<file path="config.mk">
export PLATFORM = sky130hd
export DESIGN_NAME = traffic_phase_ctrl
export DESIGN_NICKNAME = d
export VERILOG_FILES = /design/src/rtl/tl_pkg.sv /design/src/rtl/phase_timer.sv /design/src/rtl/traffic_phase_ctrl.sv
export SDC_FILE = /design/constraint.sdc
export NUM_CORES = 1
export LEC_CHECK = 0
export ABC_AREA = 1
export BUFFER_PORTS_ARGS = -buffer_cell sky130_fd_sc_hd__clkbuf_2
export CAP_MARGIN = 15
export CORE_UTILIZATION = 46
export CTS_CLUSTER_SIZE = 30
export DETAILED_ROUTE_END_ITERATION = 6
export GPL_ROUTABILITY_DRIVEN = 0
export HOLD_SLACK_MARGIN = 0.03
export MAX_ROUTING_LAYER = met4
export PLACE_DENSITY = 0.72
export SYNTH_ARGS = -nofsm -noshare
export SYNTH_HDL_FRONTEND = slang
export SYNTH_HIERARCHICAL = 1
export SYNTH_SLANG_ARGS = --single-unit
</file>
<file path="constraint.sdc">
create_clock -name ck -period 1.9 [get_ports ck]
set_clock_uncertainty 0.05 [all_clocks]
set_input_delay 0.095 -clock ck [delete_from_list [all_inputs] [get_ports ck]]
set_output_delay 0.095 -clock ck [all_outputs]
set_load 0.01 [all_outputs]
</file>
<file path="src/rtl/tl_pkg.sv">
// Shared types and constants for the traffic phase controller.
package tl_pkg;

  localparam int unsigned CNT_W = 5;

  localparam int unsigned DEF_T_RED    = 24;
  localparam int unsigned DEF_T_GREEN  = 20;
  localparam int unsigned DEF_T_YELLOW = 3;
  localparam int unsigned DEF_T_SHORT  = 5;

  // Code 2'd3 is unused and recovers to ST_RED.
  typedef enum logic [1:0] {
    ST_RED    = 2'd0,
    ST_GREEN  = 2'd1,
    ST_YELLOW = 2'd2
  } state_t;

endpackage

</file>
<file path="src/rtl/phase_timer.sv">
// Reloadable down-counter shared by all light phases; load wins over decrement.
module phase_timer
  import tl_pkg::*;
#(
  parameter logic [CNT_W-1:0] RST_VAL = '0
) (
  input  logic             ck,
  input  logic             rs,
  input  logic             en,
  input  logic             load,
  input  logic [CNT_W-1:0] load_val,
  output logic [CNT_W-1:0] q,
  output logic             zero
);

  always_ff @(posedge ck or negedge rs) begin
    if (!rs) begin
      q <= RST_VAL;
    end else if (load) begin
      q <= load_val;
    end else if (en) begin
      q <= q - CNT_W'(1);
    end
  end

  assign zero = (q == '0);

endmodule

</file>
<file path="src/rtl/traffic_phase_ctrl.sv">
// RED -> GREEN -> YELLOW sequencer with pedestrian request latch and GREEN shortening.
module traffic_phase_ctrl
  import tl_pkg::*;
#(
  parameter int unsigned T_RED    = DEF_T_RED,
  parameter int unsigned T_GREEN  = DEF_T_GREEN,
  parameter int unsigned T_YELLOW = DEF_T_YELLOW,
  parameter int unsigned T_SHORT  = DEF_T_SHORT
) (
  input  logic             ck,
  input  logic             rs,
  input  logic             en,
  input  logic             ped_req,
  output logic             red,
  output logic             yellow,
  output logic             green,
  output logic             walk,
  output logic [CNT_W-1:0] remain,
  output logic             phase_start
);

  localparam logic [CNT_W-1:0] LD_RED    = CNT_W'(T_RED - 1);
  localparam logic [CNT_W-1:0] LD_GREEN  = CNT_W'(T_GREEN - 1);
  localparam logic [CNT_W-1:0] LD_YELLOW = CNT_W'(T_YELLOW - 1);
  localparam logic [CNT_W-1:0] LD_SHORT  = CNT_W'(T_SHORT - 1);

  state_t           state;
  state_t           next_c;
  logic             ped_pend;
  logic             zero;
  logic             illegal_c;
  logic             shorten_c;
  logic             load_c;
  logic [CNT_W-1:0] dur_c;
  logic [CNT_W-1:0] load_val_c;

  phase_timer #(
    .RST_VAL (LD_RED)
  ) u_timer (
    .ck       (ck),
    .rs       (rs),
    .en       (en),
    .load     (load_c),
    .load_val (load_val_c),
    .q        (remain),
    .zero     (zero)
  );

  // Next phase, counter reload decision and reload value.
  always_comb begin
    next_c     = ST_RED;
    illegal_c  = 1'b0;
    dur_c      = LD_RED;
    shorten_c  = 1'b0;
    load_c     = 1'b0;
    load_val_c = LD_SHORT;

    case (state)
      ST_RED:    next_c = ST_GREEN;
      ST_GREEN:  next_c = ST_YELLOW;
      ST_YELLOW: next_c = ST_RED;
      default: begin
        next_c    = ST_RED;
        illegal_c = 1'b1;
      end
    endcase

    case (next_c)
      ST_GREEN:  dur_c = LD_GREEN;
      ST_YELLOW: dur_c = LD_YELLOW;
      default:   dur_c = LD_RED;
    endcase

    shorten_c = (state == ST_GREEN) && (ped_pend || ped_req) && (remain > LD_SHORT);
    load_c    = illegal_c || (en && (zero || shorten_c));
    if (illegal_c || zero) begin
      load_val_c = dur_c;
    end
  end

  // Phase register, pedestrian latch and walk lamp.
  always_ff @(posedge ck or negedge rs) begin
    if (!rs) begin
      state       <= ST_RED;
      walk        <= 1'b0;
      ped_pend    <= 1'b0;
      phase_start <= 1'b0;
    end else begin
      phase_start <= 1'b0;
      ped_pend    <= ped_pend | ped_req;
      if (illegal_c) begin
        state <= ST_RED;
        walk  <= 1'b0;
      end else if (en && zero) begin
        state       <= next_c;
        phase_start <= 1'b1;
        if (next_c == ST_RED) begin
          // A request on the entering edge is served now, not re-latched.
          walk     <= ped_pend | ped_req;
          ped_pend <= 1'b0;
        end else begin
          walk <= 1'b0;
        end
      end
    end
  end

  assign green  = (state == ST_GREEN);
  assign yellow = (state == ST_YELLOW);
  assign red    = ~(green | yellow);

endmodule

</file>
==> flow_metrics.tcl, run 1 <==
set metrics [dict create \
    avgViaCountPerCell 4.72 \
    fp.dieArea_mm2 0.00159 \
    maxClockFrequency_mhz 559 \
    grt_setup_unrepaired "false" \
    timing.final.max_slew_violations 0 \
    final.fill_count 119 \
    syn_to_final_growth_pct 27.8 \
    post-route-drc-count 0 \
    power.share.clock 0.140 \
    path_clk_slew_ns 0.07 \
    cp.arrival_ns 1.93 \
    clock_tree.root_cell "clkbuf_4" \
    max-vdd-ir-drop_uv 793 \
    power.switching_uw 612 \
    min_path_type "in -> reg" \
    number_of_global_route_vias_before_repair 496 \
    syn_avg_cell_area_um2 7.74 \
    dpl_cell_area_um2 772 \
    floorplan.io_pins 14 \
    final_cell_mix "nand2_1, inv_1, clkbuf_2" \
    num_antenna_cells 0 \
    fp.coreArea_mm2 0.00132 \
    route.vias.total 580 \
    worst_path_largest_cell_delay_ns 0.53 \
    final_util 0.638 \
    power_leakage_nw 0.463 \
    drt_first_pass_iters 4 \
    post_layout_nonfiller_instances 123 \
    cts.sinks 10 \
    crit_chain "inv_1 > ha_2 > nand3_2 > inv_1 > nand2_2 > nand2_4 > inv_2 > nand2_2 > buf_4 > a22oi_1 > o21ai_1" \
    drt-total-wl_um 1260 \
    grt.overflow.total 0 \
    total_number_of_h_tree_levels 1 \
    detail_route.iter0.violations 13 \
    path_max_fanout 5 \
    synthesis_warnings 6 \
    power_switching_share 0.439 \
    critPathTopFamily "flip-flops" \
    placed_cells_incl_taps 117 \
    worst-path-buf-inv 4 \
    grt_antenna_before_repair 0 \
    setup_viol 0 \
    result_of_the_run "complete, no violations" \
    sequentialPowerShare 0.292 \
    finalHoldViolCount 0 \
    placement_rows 13 \
    power_density_mw_per_mm2 1660 \
    detailedPlacementHpwl_um 978 \
    cts_tree "done" \
    finalWorstSetupSlack_ns 0.111 \
    syn-instance-count 85 \
    fin_setup_tns_ns 0 \
    clkLatencyLatePin_ns 0.26 \
    numCtsBuffers 3 \
    final_net_count 120 \
    worst-setup-path-type "reg -> reg" \
    netlist-cell-type-count 19 \
    global_route_wire_length_before_repair_um 2060 \
    chipWidth_um 39.8 \
    min_period_ns 1.79 \
    crit_required_ns 2.04 \
    synth-seq-cells 10 \
    mostFrequentLayoutCell "nand2_1" \
    worst_path_max_delay_cell "dfstp_2" \
    mappedNetlistArea_um2 658 \
    initial_core_util 0.500 \
    cap_violations 0 \
    wire_per_inst_um 10.3 \
    globalRouteTotalUtil 0.213 \
    postSynthNetCount 96 \
    cts_buffer_depth 2 \
    placement.io_buffers 13 \
    die_height_um 39.8 \
    finalCritPeriodShare 0.942 \
    ant_nets 0 \
    power_report.internal_total_uw 783 \
    finalInstanceArea_um2 841 \
    drive_above_1_share 0.333 \
    share_comb_of_total_power 0.568 \
    grt_max_degree 11 \
    critical_path.endpoint_type "register" \
    synth-seq-area-share 0.388 \
    dp_worst_setup_slack_ns 0.0368 \
    cp-start-kind "register" \
]
## repair_timing
action                     in CTS  in global routing
hold buffers                    1                  0
hold endpoints to repair       10                  0
gates resized for setup         0                  4
setup buffers                   0                  1
setup endpoints to repair       0                  5
## final cells by class
| type | instances | area [um2] | share of cell area |
|---|---|---|---|
| clock buffers | 4 | 36.3 | 0.0432 |
| flip-flops and latches | 10 | 255 | 0.304 |
| multi-input cells | 57 | 350 | 0.417 |
| well taps | 15 | 18.8 | 0.0223 |
| repair buffers | 19 | 113 | 0.134 |
| inverters | 18 | 67.6 | 0.0804 |
## power groups by stage
stage	logic [mW]	clock network [mW]	registers (mW)
5_1_grt	0.917	0.210	0.430
2_1_floorplan	0.470	0	0.441
4_1_cts	0.763	0.201	0.410
3_3_place_gp	0.747	0	0.411
3_5_place_dp	0.755	0	0.414
6_report	0.793	0.195	0.407
## worst min-delay path, stage by stage
cell and delay, ns:
clkbuf_2 0.07, inv_1 0.04, nand2_1 0.07, nand2_1 0.05, inv_1 0.04
## final timing paths
path | from | end | slack, ns | cells past startpoint
setup / recovery | u_timer/q[0]$_DFFE_PN1P_ | u_timer/q[1]$_DFFE_PN1P_ | 0.11 | 11
hold / removal | ped_req | ped_pend$_DFF_PN0_ | 0.09 | 5
setup reg to reg | u_timer/q[0]$_DFFE_PN1P_ | u_timer/q[1]$_DFFE_PN1P_ | 0.11 | 11
hold reg to reg | walk$_DFFE_PN0P_ | walk$_DFFE_PN0P_ | 0.44 | 2
max in group asynchronous | rs | u_timer/q[0]$_DFFE_PN1P_ | 1.37 | 2
min in group asynchronous | rs | ped_pend$_DFF_PN0_ | 0.17 | 2
## registers in the layout (all words and copies together) (netlist names)
name / flops
walk: 1
state: 2
u_timer/q: 5
phase_start: 1
ped_pend: 1
## logic make-up (layout without fill, tap and decap cells)
| logic type | Yosys count | count (layout) | synth area share |
|---|---|---|---|
| AND/OR/NAND/NOR | 36 | 36 | 0.247 |
| buffers and inverters | 18 | 41 | 0.103 |
| AO/OA/AOI/OAI | 12 | 12 | 0.110 |
| flip-flops | 10 | 10 | 0.388 |
| adder cells (fa/ha/maj) | 7 | 7 | 0.133 |
| other | 1 | 1 | 0.00570 |
| XOR/XNOR | 1 | 1 | 0.0133 |
## synthesized netlist by cell type
cell	n	area [um2]
a22oi_1	4	30.0
nor2_2	2	12.5
dfstp_2	4	105
nand2_2	1	6.26
a21oi_1	1	5.00
o211ai_1	1	7.51
nand2_4	1	11.3
nand2_1	24	90.1
dfrtp_1	6	150
xnor2_1	1	8.76
ha_1	7	87.6
inv_1	16	60.1
inv_2	2	7.51
conb_1	1	3.75
nand3_1	4	20.0
nor2_4	1	11.3
o21ai_0	2	10.0
o21ai_1	4	20.0
nor2_1	3	11.3
## metal layers
metal / GRT usage / vias to the layer above / wire length, um
met2: 0.275 / 9 / 538
li1: - / 310 / -
met3: 0.0682 / 2 / 38
met1: 0.293 / 259 / 673
met4: 0.103 / 0 / 12
met5: - / - / 0
## per-stage QoR
stage / hold slack (ns) / total power [mW]
5_1_grt: 0.135 / 1.56
3_3_place_gp: -0.0775 / 1.16
4_1_cts: 0.0881 / 1.37
2_1_floorplan: -0.251 / 0.911
6_report: 0.0922 / 1.40
3_5_place_dp: -0.0764 / 1.17
Power figures use the tool's default switching activity.
==> run 2: changes to the inputs <==
BUFFER_PORTS_ARGS = -buffer_cell sky130_fd_sc_hd__buf_2   (was -buffer_cell sky130_fd_sc_hd__clkbuf_2)
==> flow_metrics.tcl, run 2 (same netlist as run 1, synthesis figures left out) <==
set metrics [dict create \
    cts_tree "done" \
    fin_setup_tns_ns 0 \
    avgViaCountPerCell 4.63 \
    maxClockFrequency_mhz 564 \
    final_net_count 120 \
    die_height_um 39.8 \
    route.vias.total 569 \
    min_delay_path_depth 5 \
    fp.coreArea_mm2 0.00132 \
    post_layout_nonfiller_instances 123 \
    clkLatencyLatePin_ns 0.27 \
    register_ranked_first_by_flip_flop_count "u_timer/q" \
    finalPower_mw 1.40 \
    initial_core_util 0.500 \
    cp-start-kind "register" \
    path_max_fanout 5 \
    largest_reg_flops 5 \
    dpl_cell_area_um2 772 \
    drt-total-wl_um 1320 \
    dp_worst_setup_slack_ns 0.00840 \
    cts.sinks 10 \
    drive_above_1_share 0.324 \
    min_path_type "in -> reg" \
    syn_to_final_growth_pct 27.8 \
    ant_nets 0 \
    finalWorstSetupSlack_ns 0.126 \
    mostFrequentLayoutCell "nand2_1" \
    grt.overflow.total 0 \
    number_of_global_route_vias_before_repair 535 \
    timing.final.max_slew_violations 0 \
    setup_viol 0 \
    crit_required_ns 2.05 \
    numCtsBuffers 3 \
    worst_r2r_path_depth 11 \
    critical_path.endpoint_type "register" \
    placement_rows 13 \
    cts_buffer_depth 2 \
    floorplan.io_pins 14 \
    setup.reg_to_reg.worst_slack_ns 0.13 \
    path_clk_slew_ns 0.07 \
    final_util 0.638 \
    finalHoldViolCount 0 \
    placed_cells_incl_taps 117 \
    power_density_mw_per_mm2 1660 \
    post-route-drc-count 0 \
    max-vdd-ir-drop_uv 880 \
    worst_hold_slack_ns 0.0815 \
    result_of_the_run "complete, no violations" \
    placement.io_buffers 13 \
    power_leakage_nw 0.465 \
    worstReg2RegStart "u_timer/q[0]$_DFFE_PN1P_" \
    drt_first_pass_iters 5 \
    min_period_ns 1.77 \
    finalCritPeriodShare 0.933 \
    grt_antenna_before_repair 0 \
    chipWidth_um 39.8 \
    clock_tree.root_cell "clkbuf_4" \
    num_antenna_cells 0 \
    rr_endpoint "u_timer/q[0]$_DFFE_PN1P_" \
    detailedPlacementHpwl_um 980 \
    fp.dieArea_mm2 0.00159 \
    worst-setup-path-type "reg -> reg" \
    crit_path_end "u_timer/q[0]$_DFFE_PN1P_" \
    detail_route.iter0.violations 9 \
    globalRouteTotalUtil 0.221 \
    cp.arrival_ns 1.92 \
    cap_violations 0 \
    global_route_wire_length_before_repair_um 2150 \
    final_cell_mix "nand2_1, inv_1, buf_2" \
    wire_per_inst_um 10.7 \
    total_number_of_h_tree_levels 1 \
    startpoint "u_timer/q[0]$_DFFE_PN1P_" \
    top_regs "u_timer/q x5, state x2" \
    finalInstanceArea_um2 841 \
    grt_max_degree 11 \
]
[run 2: how the worst min path moves through the flow]
stage | from | endpoint | slack, ns
2_1_floorplan | rs | ped_pend$_DFF_PN0_ | -0.25
3_3_place_gp | rs | walk$_DFFE_PN0P_ | -0.08
3_5_place_dp | rs | walk$_DFFE_PN0P_ | -0.08
4_1_cts | ped_req | ped_pend$_DFF_PN0_ | 0.09
5_1_grt | ped_req | ped_pend$_DFF_PN0_ | 0.14
6_report | ped_req | ped_pend$_DFF_PN0_ | 0.08
[run 2: timing repair]
item,4_1_cts,5_1_grt
hold buffers,1,0
endpoints found under the hold margin,10,0
setup endpoints to repair,1,5
pin swaps,1,0
setup buffers,1,0
gates resized for setup,0,4
[run 2: critical path, cell delays in order, from the launching register on]
cell	delay [ns]
dfstp_2	0.53
inv_1	0.06
ha_2	0.20
nand3_1	0.10
inv_1	0.07
nand2_2	0.08
nand2_4	0.07
inv_2	0.08
nand2_4	0.08
nor2_2	0.11
inv_1	0.08
o211ai_1	0.18
[run 2: power breakdown]
group	switching, mW	internal (mW)
combinational	0.449	0.340
clock	0.0840	0.117
sequential	0.0814	0.329
total	0.614	0.786
[run 2: layer usage]
| metal | share of wire | vias up | track usage |
|---|---|---|---|
| met2 | 0.45 | 13 | 0.316 |
| met4 | 0.016 | 0 | 0.129 |
| met5 | 0 | - | - |
| met3 | 0.033 | 4 | 0.0511 |
| li1 | - | 307 | - |
| met1 | 0.50 | 245 | 0.280 |
[run 2: final cells by class]
cell class	count	area [um2]
clock buffers	4	36.3
fillers	109	477
inverters	18	67.6
multi-input cells	57	350
flip-flops and latches	10	255
well taps	15	18.8
repair buffers	19	113
==> run 3: changes to the inputs <==
--- a/config.mk
+++ b/config.mk
@@ -8,2 +8,3 @@
 export ABC_AREA = 1
+export ABC_CLOCK_PERIOD_IN_PS = 1900
 export BUFFER_PORTS_ARGS = -buffer_cell sky130_fd_sc_hd__buf_2
--- a/constraint.sdc
+++ b/constraint.sdc
@@ -4,2 +4,2 @@
 set_output_delay 0.095 -clock ck [all_outputs]
-set_load 0.01 [all_outputs]
+set_load 0.02 [all_outputs]
==> flow_metrics.tcl, run 3 (same netlist as run 1, synthesis figures left out) <==
set metrics [dict create \
    critical_path.most_common_cell "inv_1" \
    power.share.clock 0.094 \
    worst_path_largest_cell_delay_ns 0.53 \
    total_number_of_h_tree_levels 1 \
    floorplan.io_pins 14 \
    top_regs "u_timer/q x5, state x2" \
    hold-path-endpoint "ped_pend$_DFF_PN0_" \
    startpoint "u_timer/q[0]$_DFFE_PN1P_" \
    initial_core_util 0.500 \
    post_layout_nonfiller_instances 124 \
    num_antenna_cells 0 \
    grt_setup_unrepaired "false" \
    timing.final.max_slew_violations 0 \
    register_ranked_first_by_flip_flop_count "u_timer/q" \
    result_of_the_run "complete, no violations" \
    power_density_mw_per_mm2 1720 \
    critPathTopFamily "flip-flops" \
    maxClockFrequency_mhz 563 \
    grt_antenna_before_repair 0 \
    critical_path.endpoint_type "register" \
    min_path_type "in -> reg" \
    fin_setup_tns_ns 0 \
    crit_required_ns 2.03 \
    placed_cells_incl_taps 120 \
    detailedPlacementHpwl_um 1040 \
    min_period_ns 1.78 \
    grt_max_degree 11 \
    numCtsBuffers 3 \
    cp-start-kind "register" \
    die_height_um 39.8 \
    avgViaCountPerCell 4.70 \
    finalWorstSetupSlack_ns 0.123 \
    mostFrequentLayoutCell "nand2_1" \
    cts_tree "done" \
    ant_nets 0 \
    power_leakage_nw 0.470 \
    cts_buffer_depth 2 \
    grt.overflow.total 0 \
    share_comb_of_total_power 0.635 \
    largest_reg_flops 5 \
    drt_first_pass_iters 4 \
    placement_rows 13 \
    finalCritPeriodShare 0.935 \
    route.vias.total 583 \
    cts.sinks 10 \
    setup_viol 0 \
    drive_above_1_share 0.330 \
    worst_r2r_path_depth 11 \
    power.switching_uw 685 \
    clkLatencyLatePin_ns 0.26 \
    worst-path-buf-inv 4 \
    sequentialPowerShare 0.271 \
    fp.dieArea_mm2 0.00159 \
    placement.io_buffers 13 \
    finalInstanceArea_um2 847 \
    chipWidth_um 39.8 \
    cap_violations 0 \
    drt-total-wl_um 1260 \
    wire_per_inst_um 10.1 \
    power_report.internal_total_uw 775 \
    min_delay_path_depth 5 \
    power_switching_share 0.469 \
    worst_path_max_delay_cell "dfstp_2" \
    worstHoldStart "ped_req" \
    setup.reg_to_reg.worst_slack_ns 0.12 \
    detail_route.iter0.violations 10 \
    crit_chain "inv_1 > ha_2 > nand3_1 > inv_1 > nand2_2 > nand2_4 > inv_2 > nand2_4 > nor2_4 > inv_1 > o211ai_1" \
    finalHoldViolCount 0 \
    worst-setup-path-type "reg -> reg" \
    dpl_cell_area_um2 795 \
    post-route-drc-count 0 \
    final_cell_mix "nand2_1, inv_1, buf_2" \
    path_clk_slew_ns 0.06 \
    syn_to_final_growth_pct 28.7 \
    clock_tree.root_cell "clkbuf_4" \
    path_max_fanout 6 \
    max-vdd-ir-drop_uv 728 \
    dp_worst_setup_slack_ns 0.0282 \
    global_route_wire_length_before_repair_um 2100 \
    number_of_global_route_vias_before_repair 517 \
    globalRouteTotalUtil 0.217 \
    cp.arrival_ns 1.90 \
    rr_endpoint "u_timer/q[0]$_DFFE_PN1P_" \
    final_net_count 122 \
    fp.coreArea_mm2 0.00132 \
    worstReg2RegStart "u_timer/q[0]$_DFFE_PN1P_" \
]
## run 3: cell types whose count changed in the layout (fill, tap and decap cells not counted), sizes merged
cell and change:
buf +2, clkbuf -1
## run 3: final cells by class
class                           count  area (um2)
Sequential cell                    10         255
Timing Repair Buffer               21         128
Inverter                           18        67.6
Multi-Input combinational cell     57         355
Tap cell                           15        18.8
Fill cell                         118         470
Clock buffer                        3        22.5
## run 3: routing by layer
| layer | part of all wire | GRT usage | vias up |
|---|---|---|---|
| met5 | 0 | - | - |
| met4 | 0.020 | 0.129 | 0 |
| met3 | 0.036 | 0.0682 | 4 |
| met2 | 0.45 | 0.299 | 9 |
| met1 | 0.50 | 0.272 | 257 |
| li1 | - | - | 313 |
## run 3: what timing repair did
item	in CTS	in global routing
hold buffers	1	0
setup endpoints to repair	0	5
gates resized for setup	0	5
buffers inserted	0	0
endpoints found under the hold margin	10	0
## run 3: worst max-delay path by stage
stage / end / slack [ns] / cells past startpoint
6_report: u_timer/q[0]$_DFFE_PN1P_ / 0.12 / 11
4_1_cts: u_timer/q[0]$_DFFE_PN1P_ / 0.006 / 11
2_1_floorplan: u_timer/q[0]$_DFFE_PN1P_ / 0.0005 / 11
3_3_place_gp: u_timer/q[0]$_DFFE_PN1P_ / 0.08 / 11
3_5_place_dp: u_timer/q[0]$_DFFE_PN1P_ / 0.03 / 11
5_1_grt: u_timer/q[0]$_DFFE_PN1P_ / 0.001 / 11
## run 3: power by group through the flow
stage | logic (mW) | registers (mW) | clock network (mW)
floorplan | 0.498 | 0.489 | 0
global placement | 0.872 | 0.397 | 0
detailed placement | 0.887 | 0.400 | 0
CTS | 0.891 | 0.397 | 0.147
global route | 1.05 | 0.414 | 0.157
finish | 0.927 | 0.396 | 0.137
## run 3: worst register-to-register path, cell delays in order (launching register included)
cell	delay (ns)
dfstp_2	0.53
inv_1	0.05
ha_2	0.19
nand3_1	0.11
inv_1	0.08
nand2_2	0.08
nand2_4	0.05
inv_2	0.07
nand2_4	0.09
nor2_4	0.13
inv_1	0.08
o211ai_1	0.19
## run 3: metrics by stage
stage	utilization	hold slack [ns]	power, mW
4_1_cts	0.628	0.0860	1.44
5_1_grt	0.643	0.134	1.62
6_report	0.643	0.0908	1.46
3_3_place_gp	0.603	-0.0828	1.27
2_1_floorplan	-	-0.251	0.987
3_5_place_dp	0.603	-0.0851	1.29
